`src/rtl/aud_pkg.sv`:
```
// Shared types and defaults for the I2S DAC transmit path.
package aud_pkg;

    localparam int AUD_DATA_W = 16;

    typedef enum logic [1:0] {
        TX_IDLE  = 2'd0,
        TX_LEFT  = 2'd1,
        TX_RIGHT = 2'd2
    } aud_tx_state_e;

    typedef struct packed {
        logic signed [AUD_DATA_W-1:0] left;
        logic signed [AUD_DATA_W-1:0] right;
    } aud_frame_t;

endpackage

```
`src/rtl/aud_sync_fifo.sv`:
```
// Single-clock FIFO with occupancy output; full/empty derived from the pointer difference.
module aud_sync_fifo
    import aud_pkg::*;
#(
    parameter int WIDTH = 2 * AUD_DATA_W,
    parameter int DEPTH = 4,
    localparam int AW   = $clog2(DEPTH)
) (
    input  logic             clk,
    input  logic             rst_n,
    input  logic             push,
    input  logic [WIDTH-1:0] wr_data,
    input  logic             pop,
    output logic [WIDTH-1:0] rd_data,
    output logic             full,
    output logic             empty,
    output logic [AW:0]      level
);

    logic [AW:0]      wr_ptr;
    logic [AW:0]      rd_ptr;
    logic [WIDTH-1:0] mem [DEPTH];
    logic             do_push;
    logic             do_pop;

    assign level   = wr_ptr - rd_ptr;
    assign full    = (level == (AW+1)'(DEPTH));
    assign empty   = (level == '0);
    assign do_push = push & ~full;
    assign do_pop  = pop & ~empty;
    assign rd_data = mem[rd_ptr[AW-1:0]];

    always_ff @(posedge clk or negedge rst_n) begin
        if (!rst_n) begin
            wr_ptr <= '0;
            rd_ptr <= '0;
        end else begin
            if (do_push) wr_ptr <= wr_ptr + 1'b1;
            if (do_pop)  rd_ptr <= rd_ptr + 1'b1;
        end
    end

    always_ff @(posedge clk) begin
        if (do_push) mem[wr_ptr[AW-1:0]] <= wr_data;
    end

endmodule

```
`src/rtl/aud_i2s_tx_fifo.sv`:
```
// I2S DAC transmitter fed by a frame FIFO; one frame is popped at each left-slot start.
// Build option AUD_TX_HOLD_LAST_EN: on underrun repeat the last frame instead of sending silence.
module aud_i2s_tx_fifo
    import aud_pkg::*;
#(
    parameter int DATA_W  = AUD_DATA_W,
    parameter int DEPTH   = 4,
    parameter int MONO    = 0,
    localparam int LVL_W  = $clog2(DEPTH) + 1
) (
    input  logic                     i_bclk,
    input  logic                     i_rst_n,
    input  logic                     i_daclrck,
    input  logic                     i_en,
    input  logic                     i_valid,
    output logic                     o_ready,
    input  logic signed [DATA_W-1:0] i_left,
    input  logic signed [DATA_W-1:0] i_right,
    output logic                     o_aud_dacdat,
    output logic [LVL_W-1:0]         o_level,
    output logic                     o_underrun
);

    localparam int FIFO_W = DATA_W * (2 - MONO);
    localparam int CNT_W  = $clog2(DATA_W + 1);

    aud_tx_state_e state;
    aud_tx_state_e state_next;

    logic               lrck_q;
    logic               fall;
    logic               rise;
    logic               pop_req;
    logic               load;
    logic               full;
    logic               empty;
    logic [FIFO_W-1:0]  wr_data;
    logic [FIFO_W-1:0]  rd_data;
    logic signed [DATA_W-1:0] fifo_l, fifo_r;
    logic signed [DATA_W-1:0] frame_l, frame_r;
    logic signed [DATA_W-1:0] next_l, next_r;
    logic signed [DATA_W-1:0] slot_word;
    logic [DATA_W-1:0]  shift;
    logic [CNT_W-1:0]   cnt;

    generate
        if (MONO != 0) begin : g_mono
            assign wr_data = i_left;
            assign fifo_l  = rd_data;
            assign fifo_r  = rd_data;
        end else begin : g_stereo
            assign wr_data = {i_left, i_right};
            assign fifo_l  = rd_data[FIFO_W-1 -: DATA_W];
            assign fifo_r  = rd_data[DATA_W-1:0];
        end
    endgenerate

    aud_sync_fifo #(
        .WIDTH (FIFO_W),
        .DEPTH (DEPTH)
    ) u_fifo (
        .clk     (i_bclk),
        .rst_n   (i_rst_n),
        .push    (i_valid),
        .wr_data (wr_data),
        .pop     (pop_req),
        .rd_data (rd_data),
        .full    (full),
        .empty   (empty),
        .level   (o_level)
    );

    assign fall       = lrck_q & ~i_daclrck;
    assign rise       = ~lrck_q & i_daclrck;
    // Enable is only looked at on the left-slot boundary, so a frame always completes.
    assign pop_req    = fall & i_en & (state != TX_LEFT);
    assign load       = pop_req | (rise & (state == TX_LEFT));
    assign o_underrun = pop_req & empty;
    assign o_ready    = ~full;

    always_comb begin
        state_next = state;
        case (state)
            TX_IDLE:  if (fall && i_en) state_next = TX_LEFT;
            TX_LEFT:  if (rise) state_next = TX_RIGHT;
            TX_RIGHT: if (fall) state_next = i_en ? TX_LEFT : TX_IDLE;
            default:  state_next = TX_IDLE;
        endcase
    end

    always_comb begin
        next_l = frame_l;
        next_r = frame_r;
        if (pop_req) begin
            if (!empty) begin
                next_l = fifo_l;
                next_r = fifo_r;
            end
`ifdef AUD_TX_HOLD_LAST_EN
            else begin
                next_l = frame_l;
                next_r = frame_r;
            end
`else
            else begin
                next_l = '0;
                next_r = '0;
            end
`endif
        end
    end

    // The popped word must go out on the same edge it is read, so bypass the frame register.
    always_comb begin
        slot_word = (MONO != 0) ? frame_l : frame_r;
        if (pop_req) slot_word = next_l;
    end

    always_ff @(posedge i_bclk or negedge i_rst_n) begin
        if (!i_rst_n) begin
            lrck_q  <= 1'b0;
            state   <= TX_IDLE;
            frame_l <= '0;
            frame_r <= '0;
        end else begin
            lrck_q  <= i_daclrck;
            state   <= state_next;
            frame_l <= next_l;
            frame_r <= next_r;
        end
    end

    always_ff @(posedge i_bclk or negedge i_rst_n) begin
        if (!i_rst_n) begin
            o_aud_dacdat <= 1'b0;
            cnt          <= '0;
        end else if (state_next == TX_IDLE) begin
            o_aud_dacdat <= 1'b0;
            cnt          <= '0;
        end else if (load) begin
            o_aud_dacdat <= slot_word[DATA_W-1];
            cnt          <= CNT_W'(1);
        end else if (cnt < CNT_W'(DATA_W)) begin
            o_aud_dacdat <= shift[DATA_W-1];
            cnt          <= cnt + 1'b1;
        end else begin
            o_aud_dacdat <= 1'b0;
        end
    end

    always_ff @(posedge i_bclk) begin
        if (load) shift <= {slot_word[DATA_W-2:0], 1'b0};
        else      shift <= {shift[DATA_W-2:0], 1'b0};
    end

endmodule
```
`config.mk`:
```
export PLATFORM = sky130hd
export DESIGN_NAME = aud_i2s_tx_fifo
export DESIGN_NICKNAME = d
export VERILOG_FILES = /design/src/rtl/aud_pkg.sv /design/src/rtl/aud_sync_fifo.sv /design/src/rtl/aud_i2s_tx_fifo.sv
export SDC_FILE = /design/constraint.sdc
export NUM_CORES = 1
export LEC_CHECK = 0
export CAP_MARGIN = 20
export CORE_ASPECT_RATIO = 1.25
export CORE_UTILIZATION = 40
export CTS_CLUSTER_SIZE = 8
export DETAILED_ROUTE_END_ITERATION = 10
export PLACE_DENSITY = 0.6
export SYNTH_ARGS = -nofsm -noshare
export SYNTH_HDL_FRONTEND = slang
export SYNTH_HIERARCHICAL = 1
export SYNTH_SLANG_ARGS = --single-unit
```
`constraint.sdc`:
```
create_clock -name i_bclk -period 3.4 [get_ports i_bclk]
set_input_delay 0.34 -clock i_bclk [delete_from_list [all_inputs] [get_ports i_bclk]]
set_output_delay 0.34 -clock i_bclk [all_outputs]
set_load 0.1 [all_outputs]
```
==> metrics.cfg, run 1 <==
[outcome]
status = complete, no violations

[global_route]
grt_max_degree = 35
grt-ovfl-total = 0
gr-usage-all-layers_pct = 14.93
antenna_found_initial = 0
first_global_vias = 3595
grt_pass1_wl_mm = 19.62

[timing]
slew_violations = 0
period_share_pct = 86.53
fin_crit_ps = 2942
hold_viol = 0
fmax_mhz = 339.9
rsz0062_at_grt = no
worst_pin_slew_ps = 957.9
finClkSkew_ps = 7.355
setup_viol = 0
slew_headroom_pct = 35.94
holdWs_ps = 393.8
tns_ps = 0

[drt]
vias_per_cell = 5.020
drtIter0Drc = 142
wl_per_cell_microns = 18.23
via_count = 3293
first_pass_iters = 4
antenna_left = 0
finalWirelength_mm = 11.96
drc_errors = 0

[worst_setup_path]
cp_cell_sequence = inv_1 > ha_1 > fa_1 > xor3_2 > nor2_1 > and2_1 > buf_12
slowest_delay_ps = 440
worstPathMaxFanout = 6
end_kind = primary output
cp_data_required_time_ps = 3060
cp_slowest_cell = fa_1
cp.arrival_ps = 2600
critical_path_class = register to primary output
startpoint_type = register

[placed_design]
dpl_cell_area_sq_um = 7631
post-dp-hpwl_mm = 7.355
port_buffers = 42
gp_congestion = 0.7340

[synthesis]
async_reset_ff_share_pct = 17.82
syn_nets = 417
syn_inst = 372
synthFlopType = edfxtp_1
synth_area_sq_um = 6953
ys_warn_count = 6
synth.distinct_cells = 51
yosys_register_bits = 174
yosysSeqAreaShare_pct = 70.76
synth.avg_cell_area_sq_um = 18.69
synth_edf_count = 128

[floorplan]
die_y_microns = 149.4
ios = 43
core_area_sq_um = 16910
initial_core_util_pct = 41.12
rows = 53
die_area_sq_um = 17920
fp.dieW_microns = 119.9

[pwr]
clockPowerShare_pct = 24.3
p_switching_mw = 2.758
pwr-share-seq_pct = 39.2
power_density_nw_per_um2 = 974.4
combPwrFrac_pct = 36.5
vdd_ir_drop_max_mv = 0.7210
power.internal_mw = 5.259
power_leakage_nw = 2.950
swShare_pct = 34.40

[final_layout]
num_antenna_cells = 0
drive_gt1_share_pct = 22.94
nets = 468
final_common_cell = edfxtp_1
n_fill_cell = 1421
mostFrequentLayoutCells = edfxtp_1 (128), clkdlybuf4s50_1 (37), mux4_2 (32), dfrtp_1 (30)
syn_to_final_growth_pct = 18.34
design_area_sq_um = 8228

[clock_network]
cts_tree = yes
clkTransAtPathRegs_ps = 70
htree_levels = 4
cts.sinks = 174
cts.path.max_buffers = 2
root_buffer = clkbuf_16
cts.hold.buffers_added = 0
cts_resized = 0
cts_setup_buffers = 0
insertion_delay_ps = 420
cts_inserted_buffers = 17

[worst_hold_path]
holdCritPathClass = input port to async pin

[flow_run]
max-cap-violations = 0

-- registers in the layout, indices dropped and copies added, names as in the netlist --
| signal | count |
|---|---|
| state | 2 |
| o_aud_dacdat | 1 |
| lrck_q | 1 |
| u_fifo/rd_ptr | 3 |
| u_fifo/mem | 128 |
| shift | 15 |
| frame_r | 16 |
| cnt | 5 |
| u_fifo/wr_ptr | 3 |
-- worst max-delay path: cells and delay by family, from the launching register on --
kind / cells / cell delay (ps)
xor+xnor: 1 / 360
fa+ha+maj: 2 / 660
buf+inv: 2 / 290
flops: 1 / 400
simple gates: 2 / 470
-- per-stage QoR --
| stage | std cells | total power, mW | worst slack (ps) | utilization [%] |
|---|---|---|---|---|
| 6_report | 656 | 8.018 | 458.0 | 48.66 |
| 5_1_grt | 656 | 8.440 | 305.7 | 48.66 |
| 4_1_cts | 656 | 8.148 | 410.6 | 48.66 |
| 3_5_place_dp | 624 | 6.181 | 691.5 | 45.13 |
| 3_3_place_gp | 624 | 6.112 | 814.8 | 45.13 |
| 2_1_floorplan | 372 | 5.317 | 69.41 | - |
-- worst paths after layout --
check                             end        startpoint  slack [ps]  cells past startpoint
min in group i_bclk         shift[11]         shift[10]         460                      1
hold reg to reg             shift[11]         shift[10]         460                      1
max in group asynchronous  frame_r[9]           i_rst_n        2270                      2
hold / removal                 cnt[4]           i_rst_n         390                      1
setup / recovery           o_underrun  u_fifo/wr_ptr[0]         460                      7
setup reg to reg            shift[10]  u_fifo/wr_ptr[0]         680                      8
-- logic make-up after synthesis --
family,synth area share (%)
compound gates,2.897
mux,15.48
flops,70.76
simple gates,5.795
buf+inv,2.286
xor+xnor,1.242
fa+ha+maj,1.548
-- layout make-up --
| type | instances | area, sq um | area share, % |
|---|---|---|---|
| well taps | 220 | 275.3 | 3.345 |
| clock inverters | 15 | 171.4 | 2.083 |
| clock buffers | 17 | 425.4 | 5.170 |
| flip-flops and latches | 174 | 4921 | 59.81 |
| inverters | 9 | 36.28 | 0.4410 |
| repair buffers | 51 | 513.0 | 6.235 |
| multi-input cells | 170 | 1886 | 22.92 |
-- synthesized netlist by cell type (2+ instances only) --
cell type / instances / area share [%]
dfrtp_1: 31 / 11
nor2_1: 6 / 0.32
a21oi_1: 2 / 0.14
dfxtp_1: 15 / 4.3
a22o_1: 2 / 0.25
and3_1: 3 / 0.27
a211o_1: 2 / 0.25
and2_1: 7 / 0.63
mux2_1: 2 / 0.32
mux4_2: 32 / 10
nor2b_1: 17 / 1.5
and2_0: 2 / 0.18
mux2i_1: 16 / 2.3
inv_1: 8 / 0.43
xor2_1: 3 / 0.38
edfxtp_1: 128 / 55
xnor2_1: 4 / 0.50
ha_1: 7 / 1.3
nor3_1: 4 / 0.29
nand2b_1: 12 / 1.1
a221o_1: 7 / 1.0
o21ai_0: 2 / 0.14
buf_2: 7 / 0.50
mux2_2: 14 / 2.3
clkbuf_1: 7 / 0.38
nand2_1: 5 / 0.27
buf_6: 3 / 0.49
-- layer usage --
| layer | vias to the layer above | wire length (microns) | global-route usage [%] |
|---|---|---|---|
| met3 | 11 | 305 | 3.631 |
| met1 | 1690 | 4997 | 17.18 |
| met5 | - | 0 | 0 |
| met4 | 0 | 184 | 5.750 |
| met2 | 44 | 6470 | 26.64 |
| li1 | 1548 | - | - |
-- power groups by stage --
stage	combinational, mW	sequential, mW	clock [mW]
4_1_cts	3.00	3.15	2.00
3_5_place_dp	2.99	3.19	0
6_report	2.93	3.15	1.95
3_3_place_gp	2.94	3.17	0
5_1_grt	3.16	3.21	2.07
2_1_floorplan	2.14	3.17	0
(Power assumes the default switching activity.)
==> run 2, diff against run 1 <==
--- a/config.mk
+++ b/config.mk
@@ -11,6 +11,7 @@
 export CTS_CLUSTER_SIZE = 8
 export DETAILED_ROUTE_END_ITERATION = 10
 export PLACE_DENSITY = 0.6
+export SKIP_LAST_GASP = 1
 export SYNTH_ARGS = -nofsm -noshare
 export SYNTH_HDL_FRONTEND = slang
 export SYNTH_HIERARCHICAL = 1
==> results of run 2 <==
The final DEF is identical to that of run 1; final timing and power are the same.
==> run 3, diff against run 2 <==
--- a/config.mk
+++ b/config.mk
@@ -10,6 +10,7 @@
 export CORE_UTILIZATION = 40
 export CTS_CLUSTER_SIZE = 8
 export DETAILED_ROUTE_END_ITERATION = 10
+export HOLD_SLACK_MARGIN = 0.08
 export PLACE_DENSITY = 0.6
 export SKIP_LAST_GASP = 1
 export SYNTH_ARGS = -nofsm -noshare
==> results of run 3 <==
The final DEF is identical to that of run 1; final timing and power are the same.
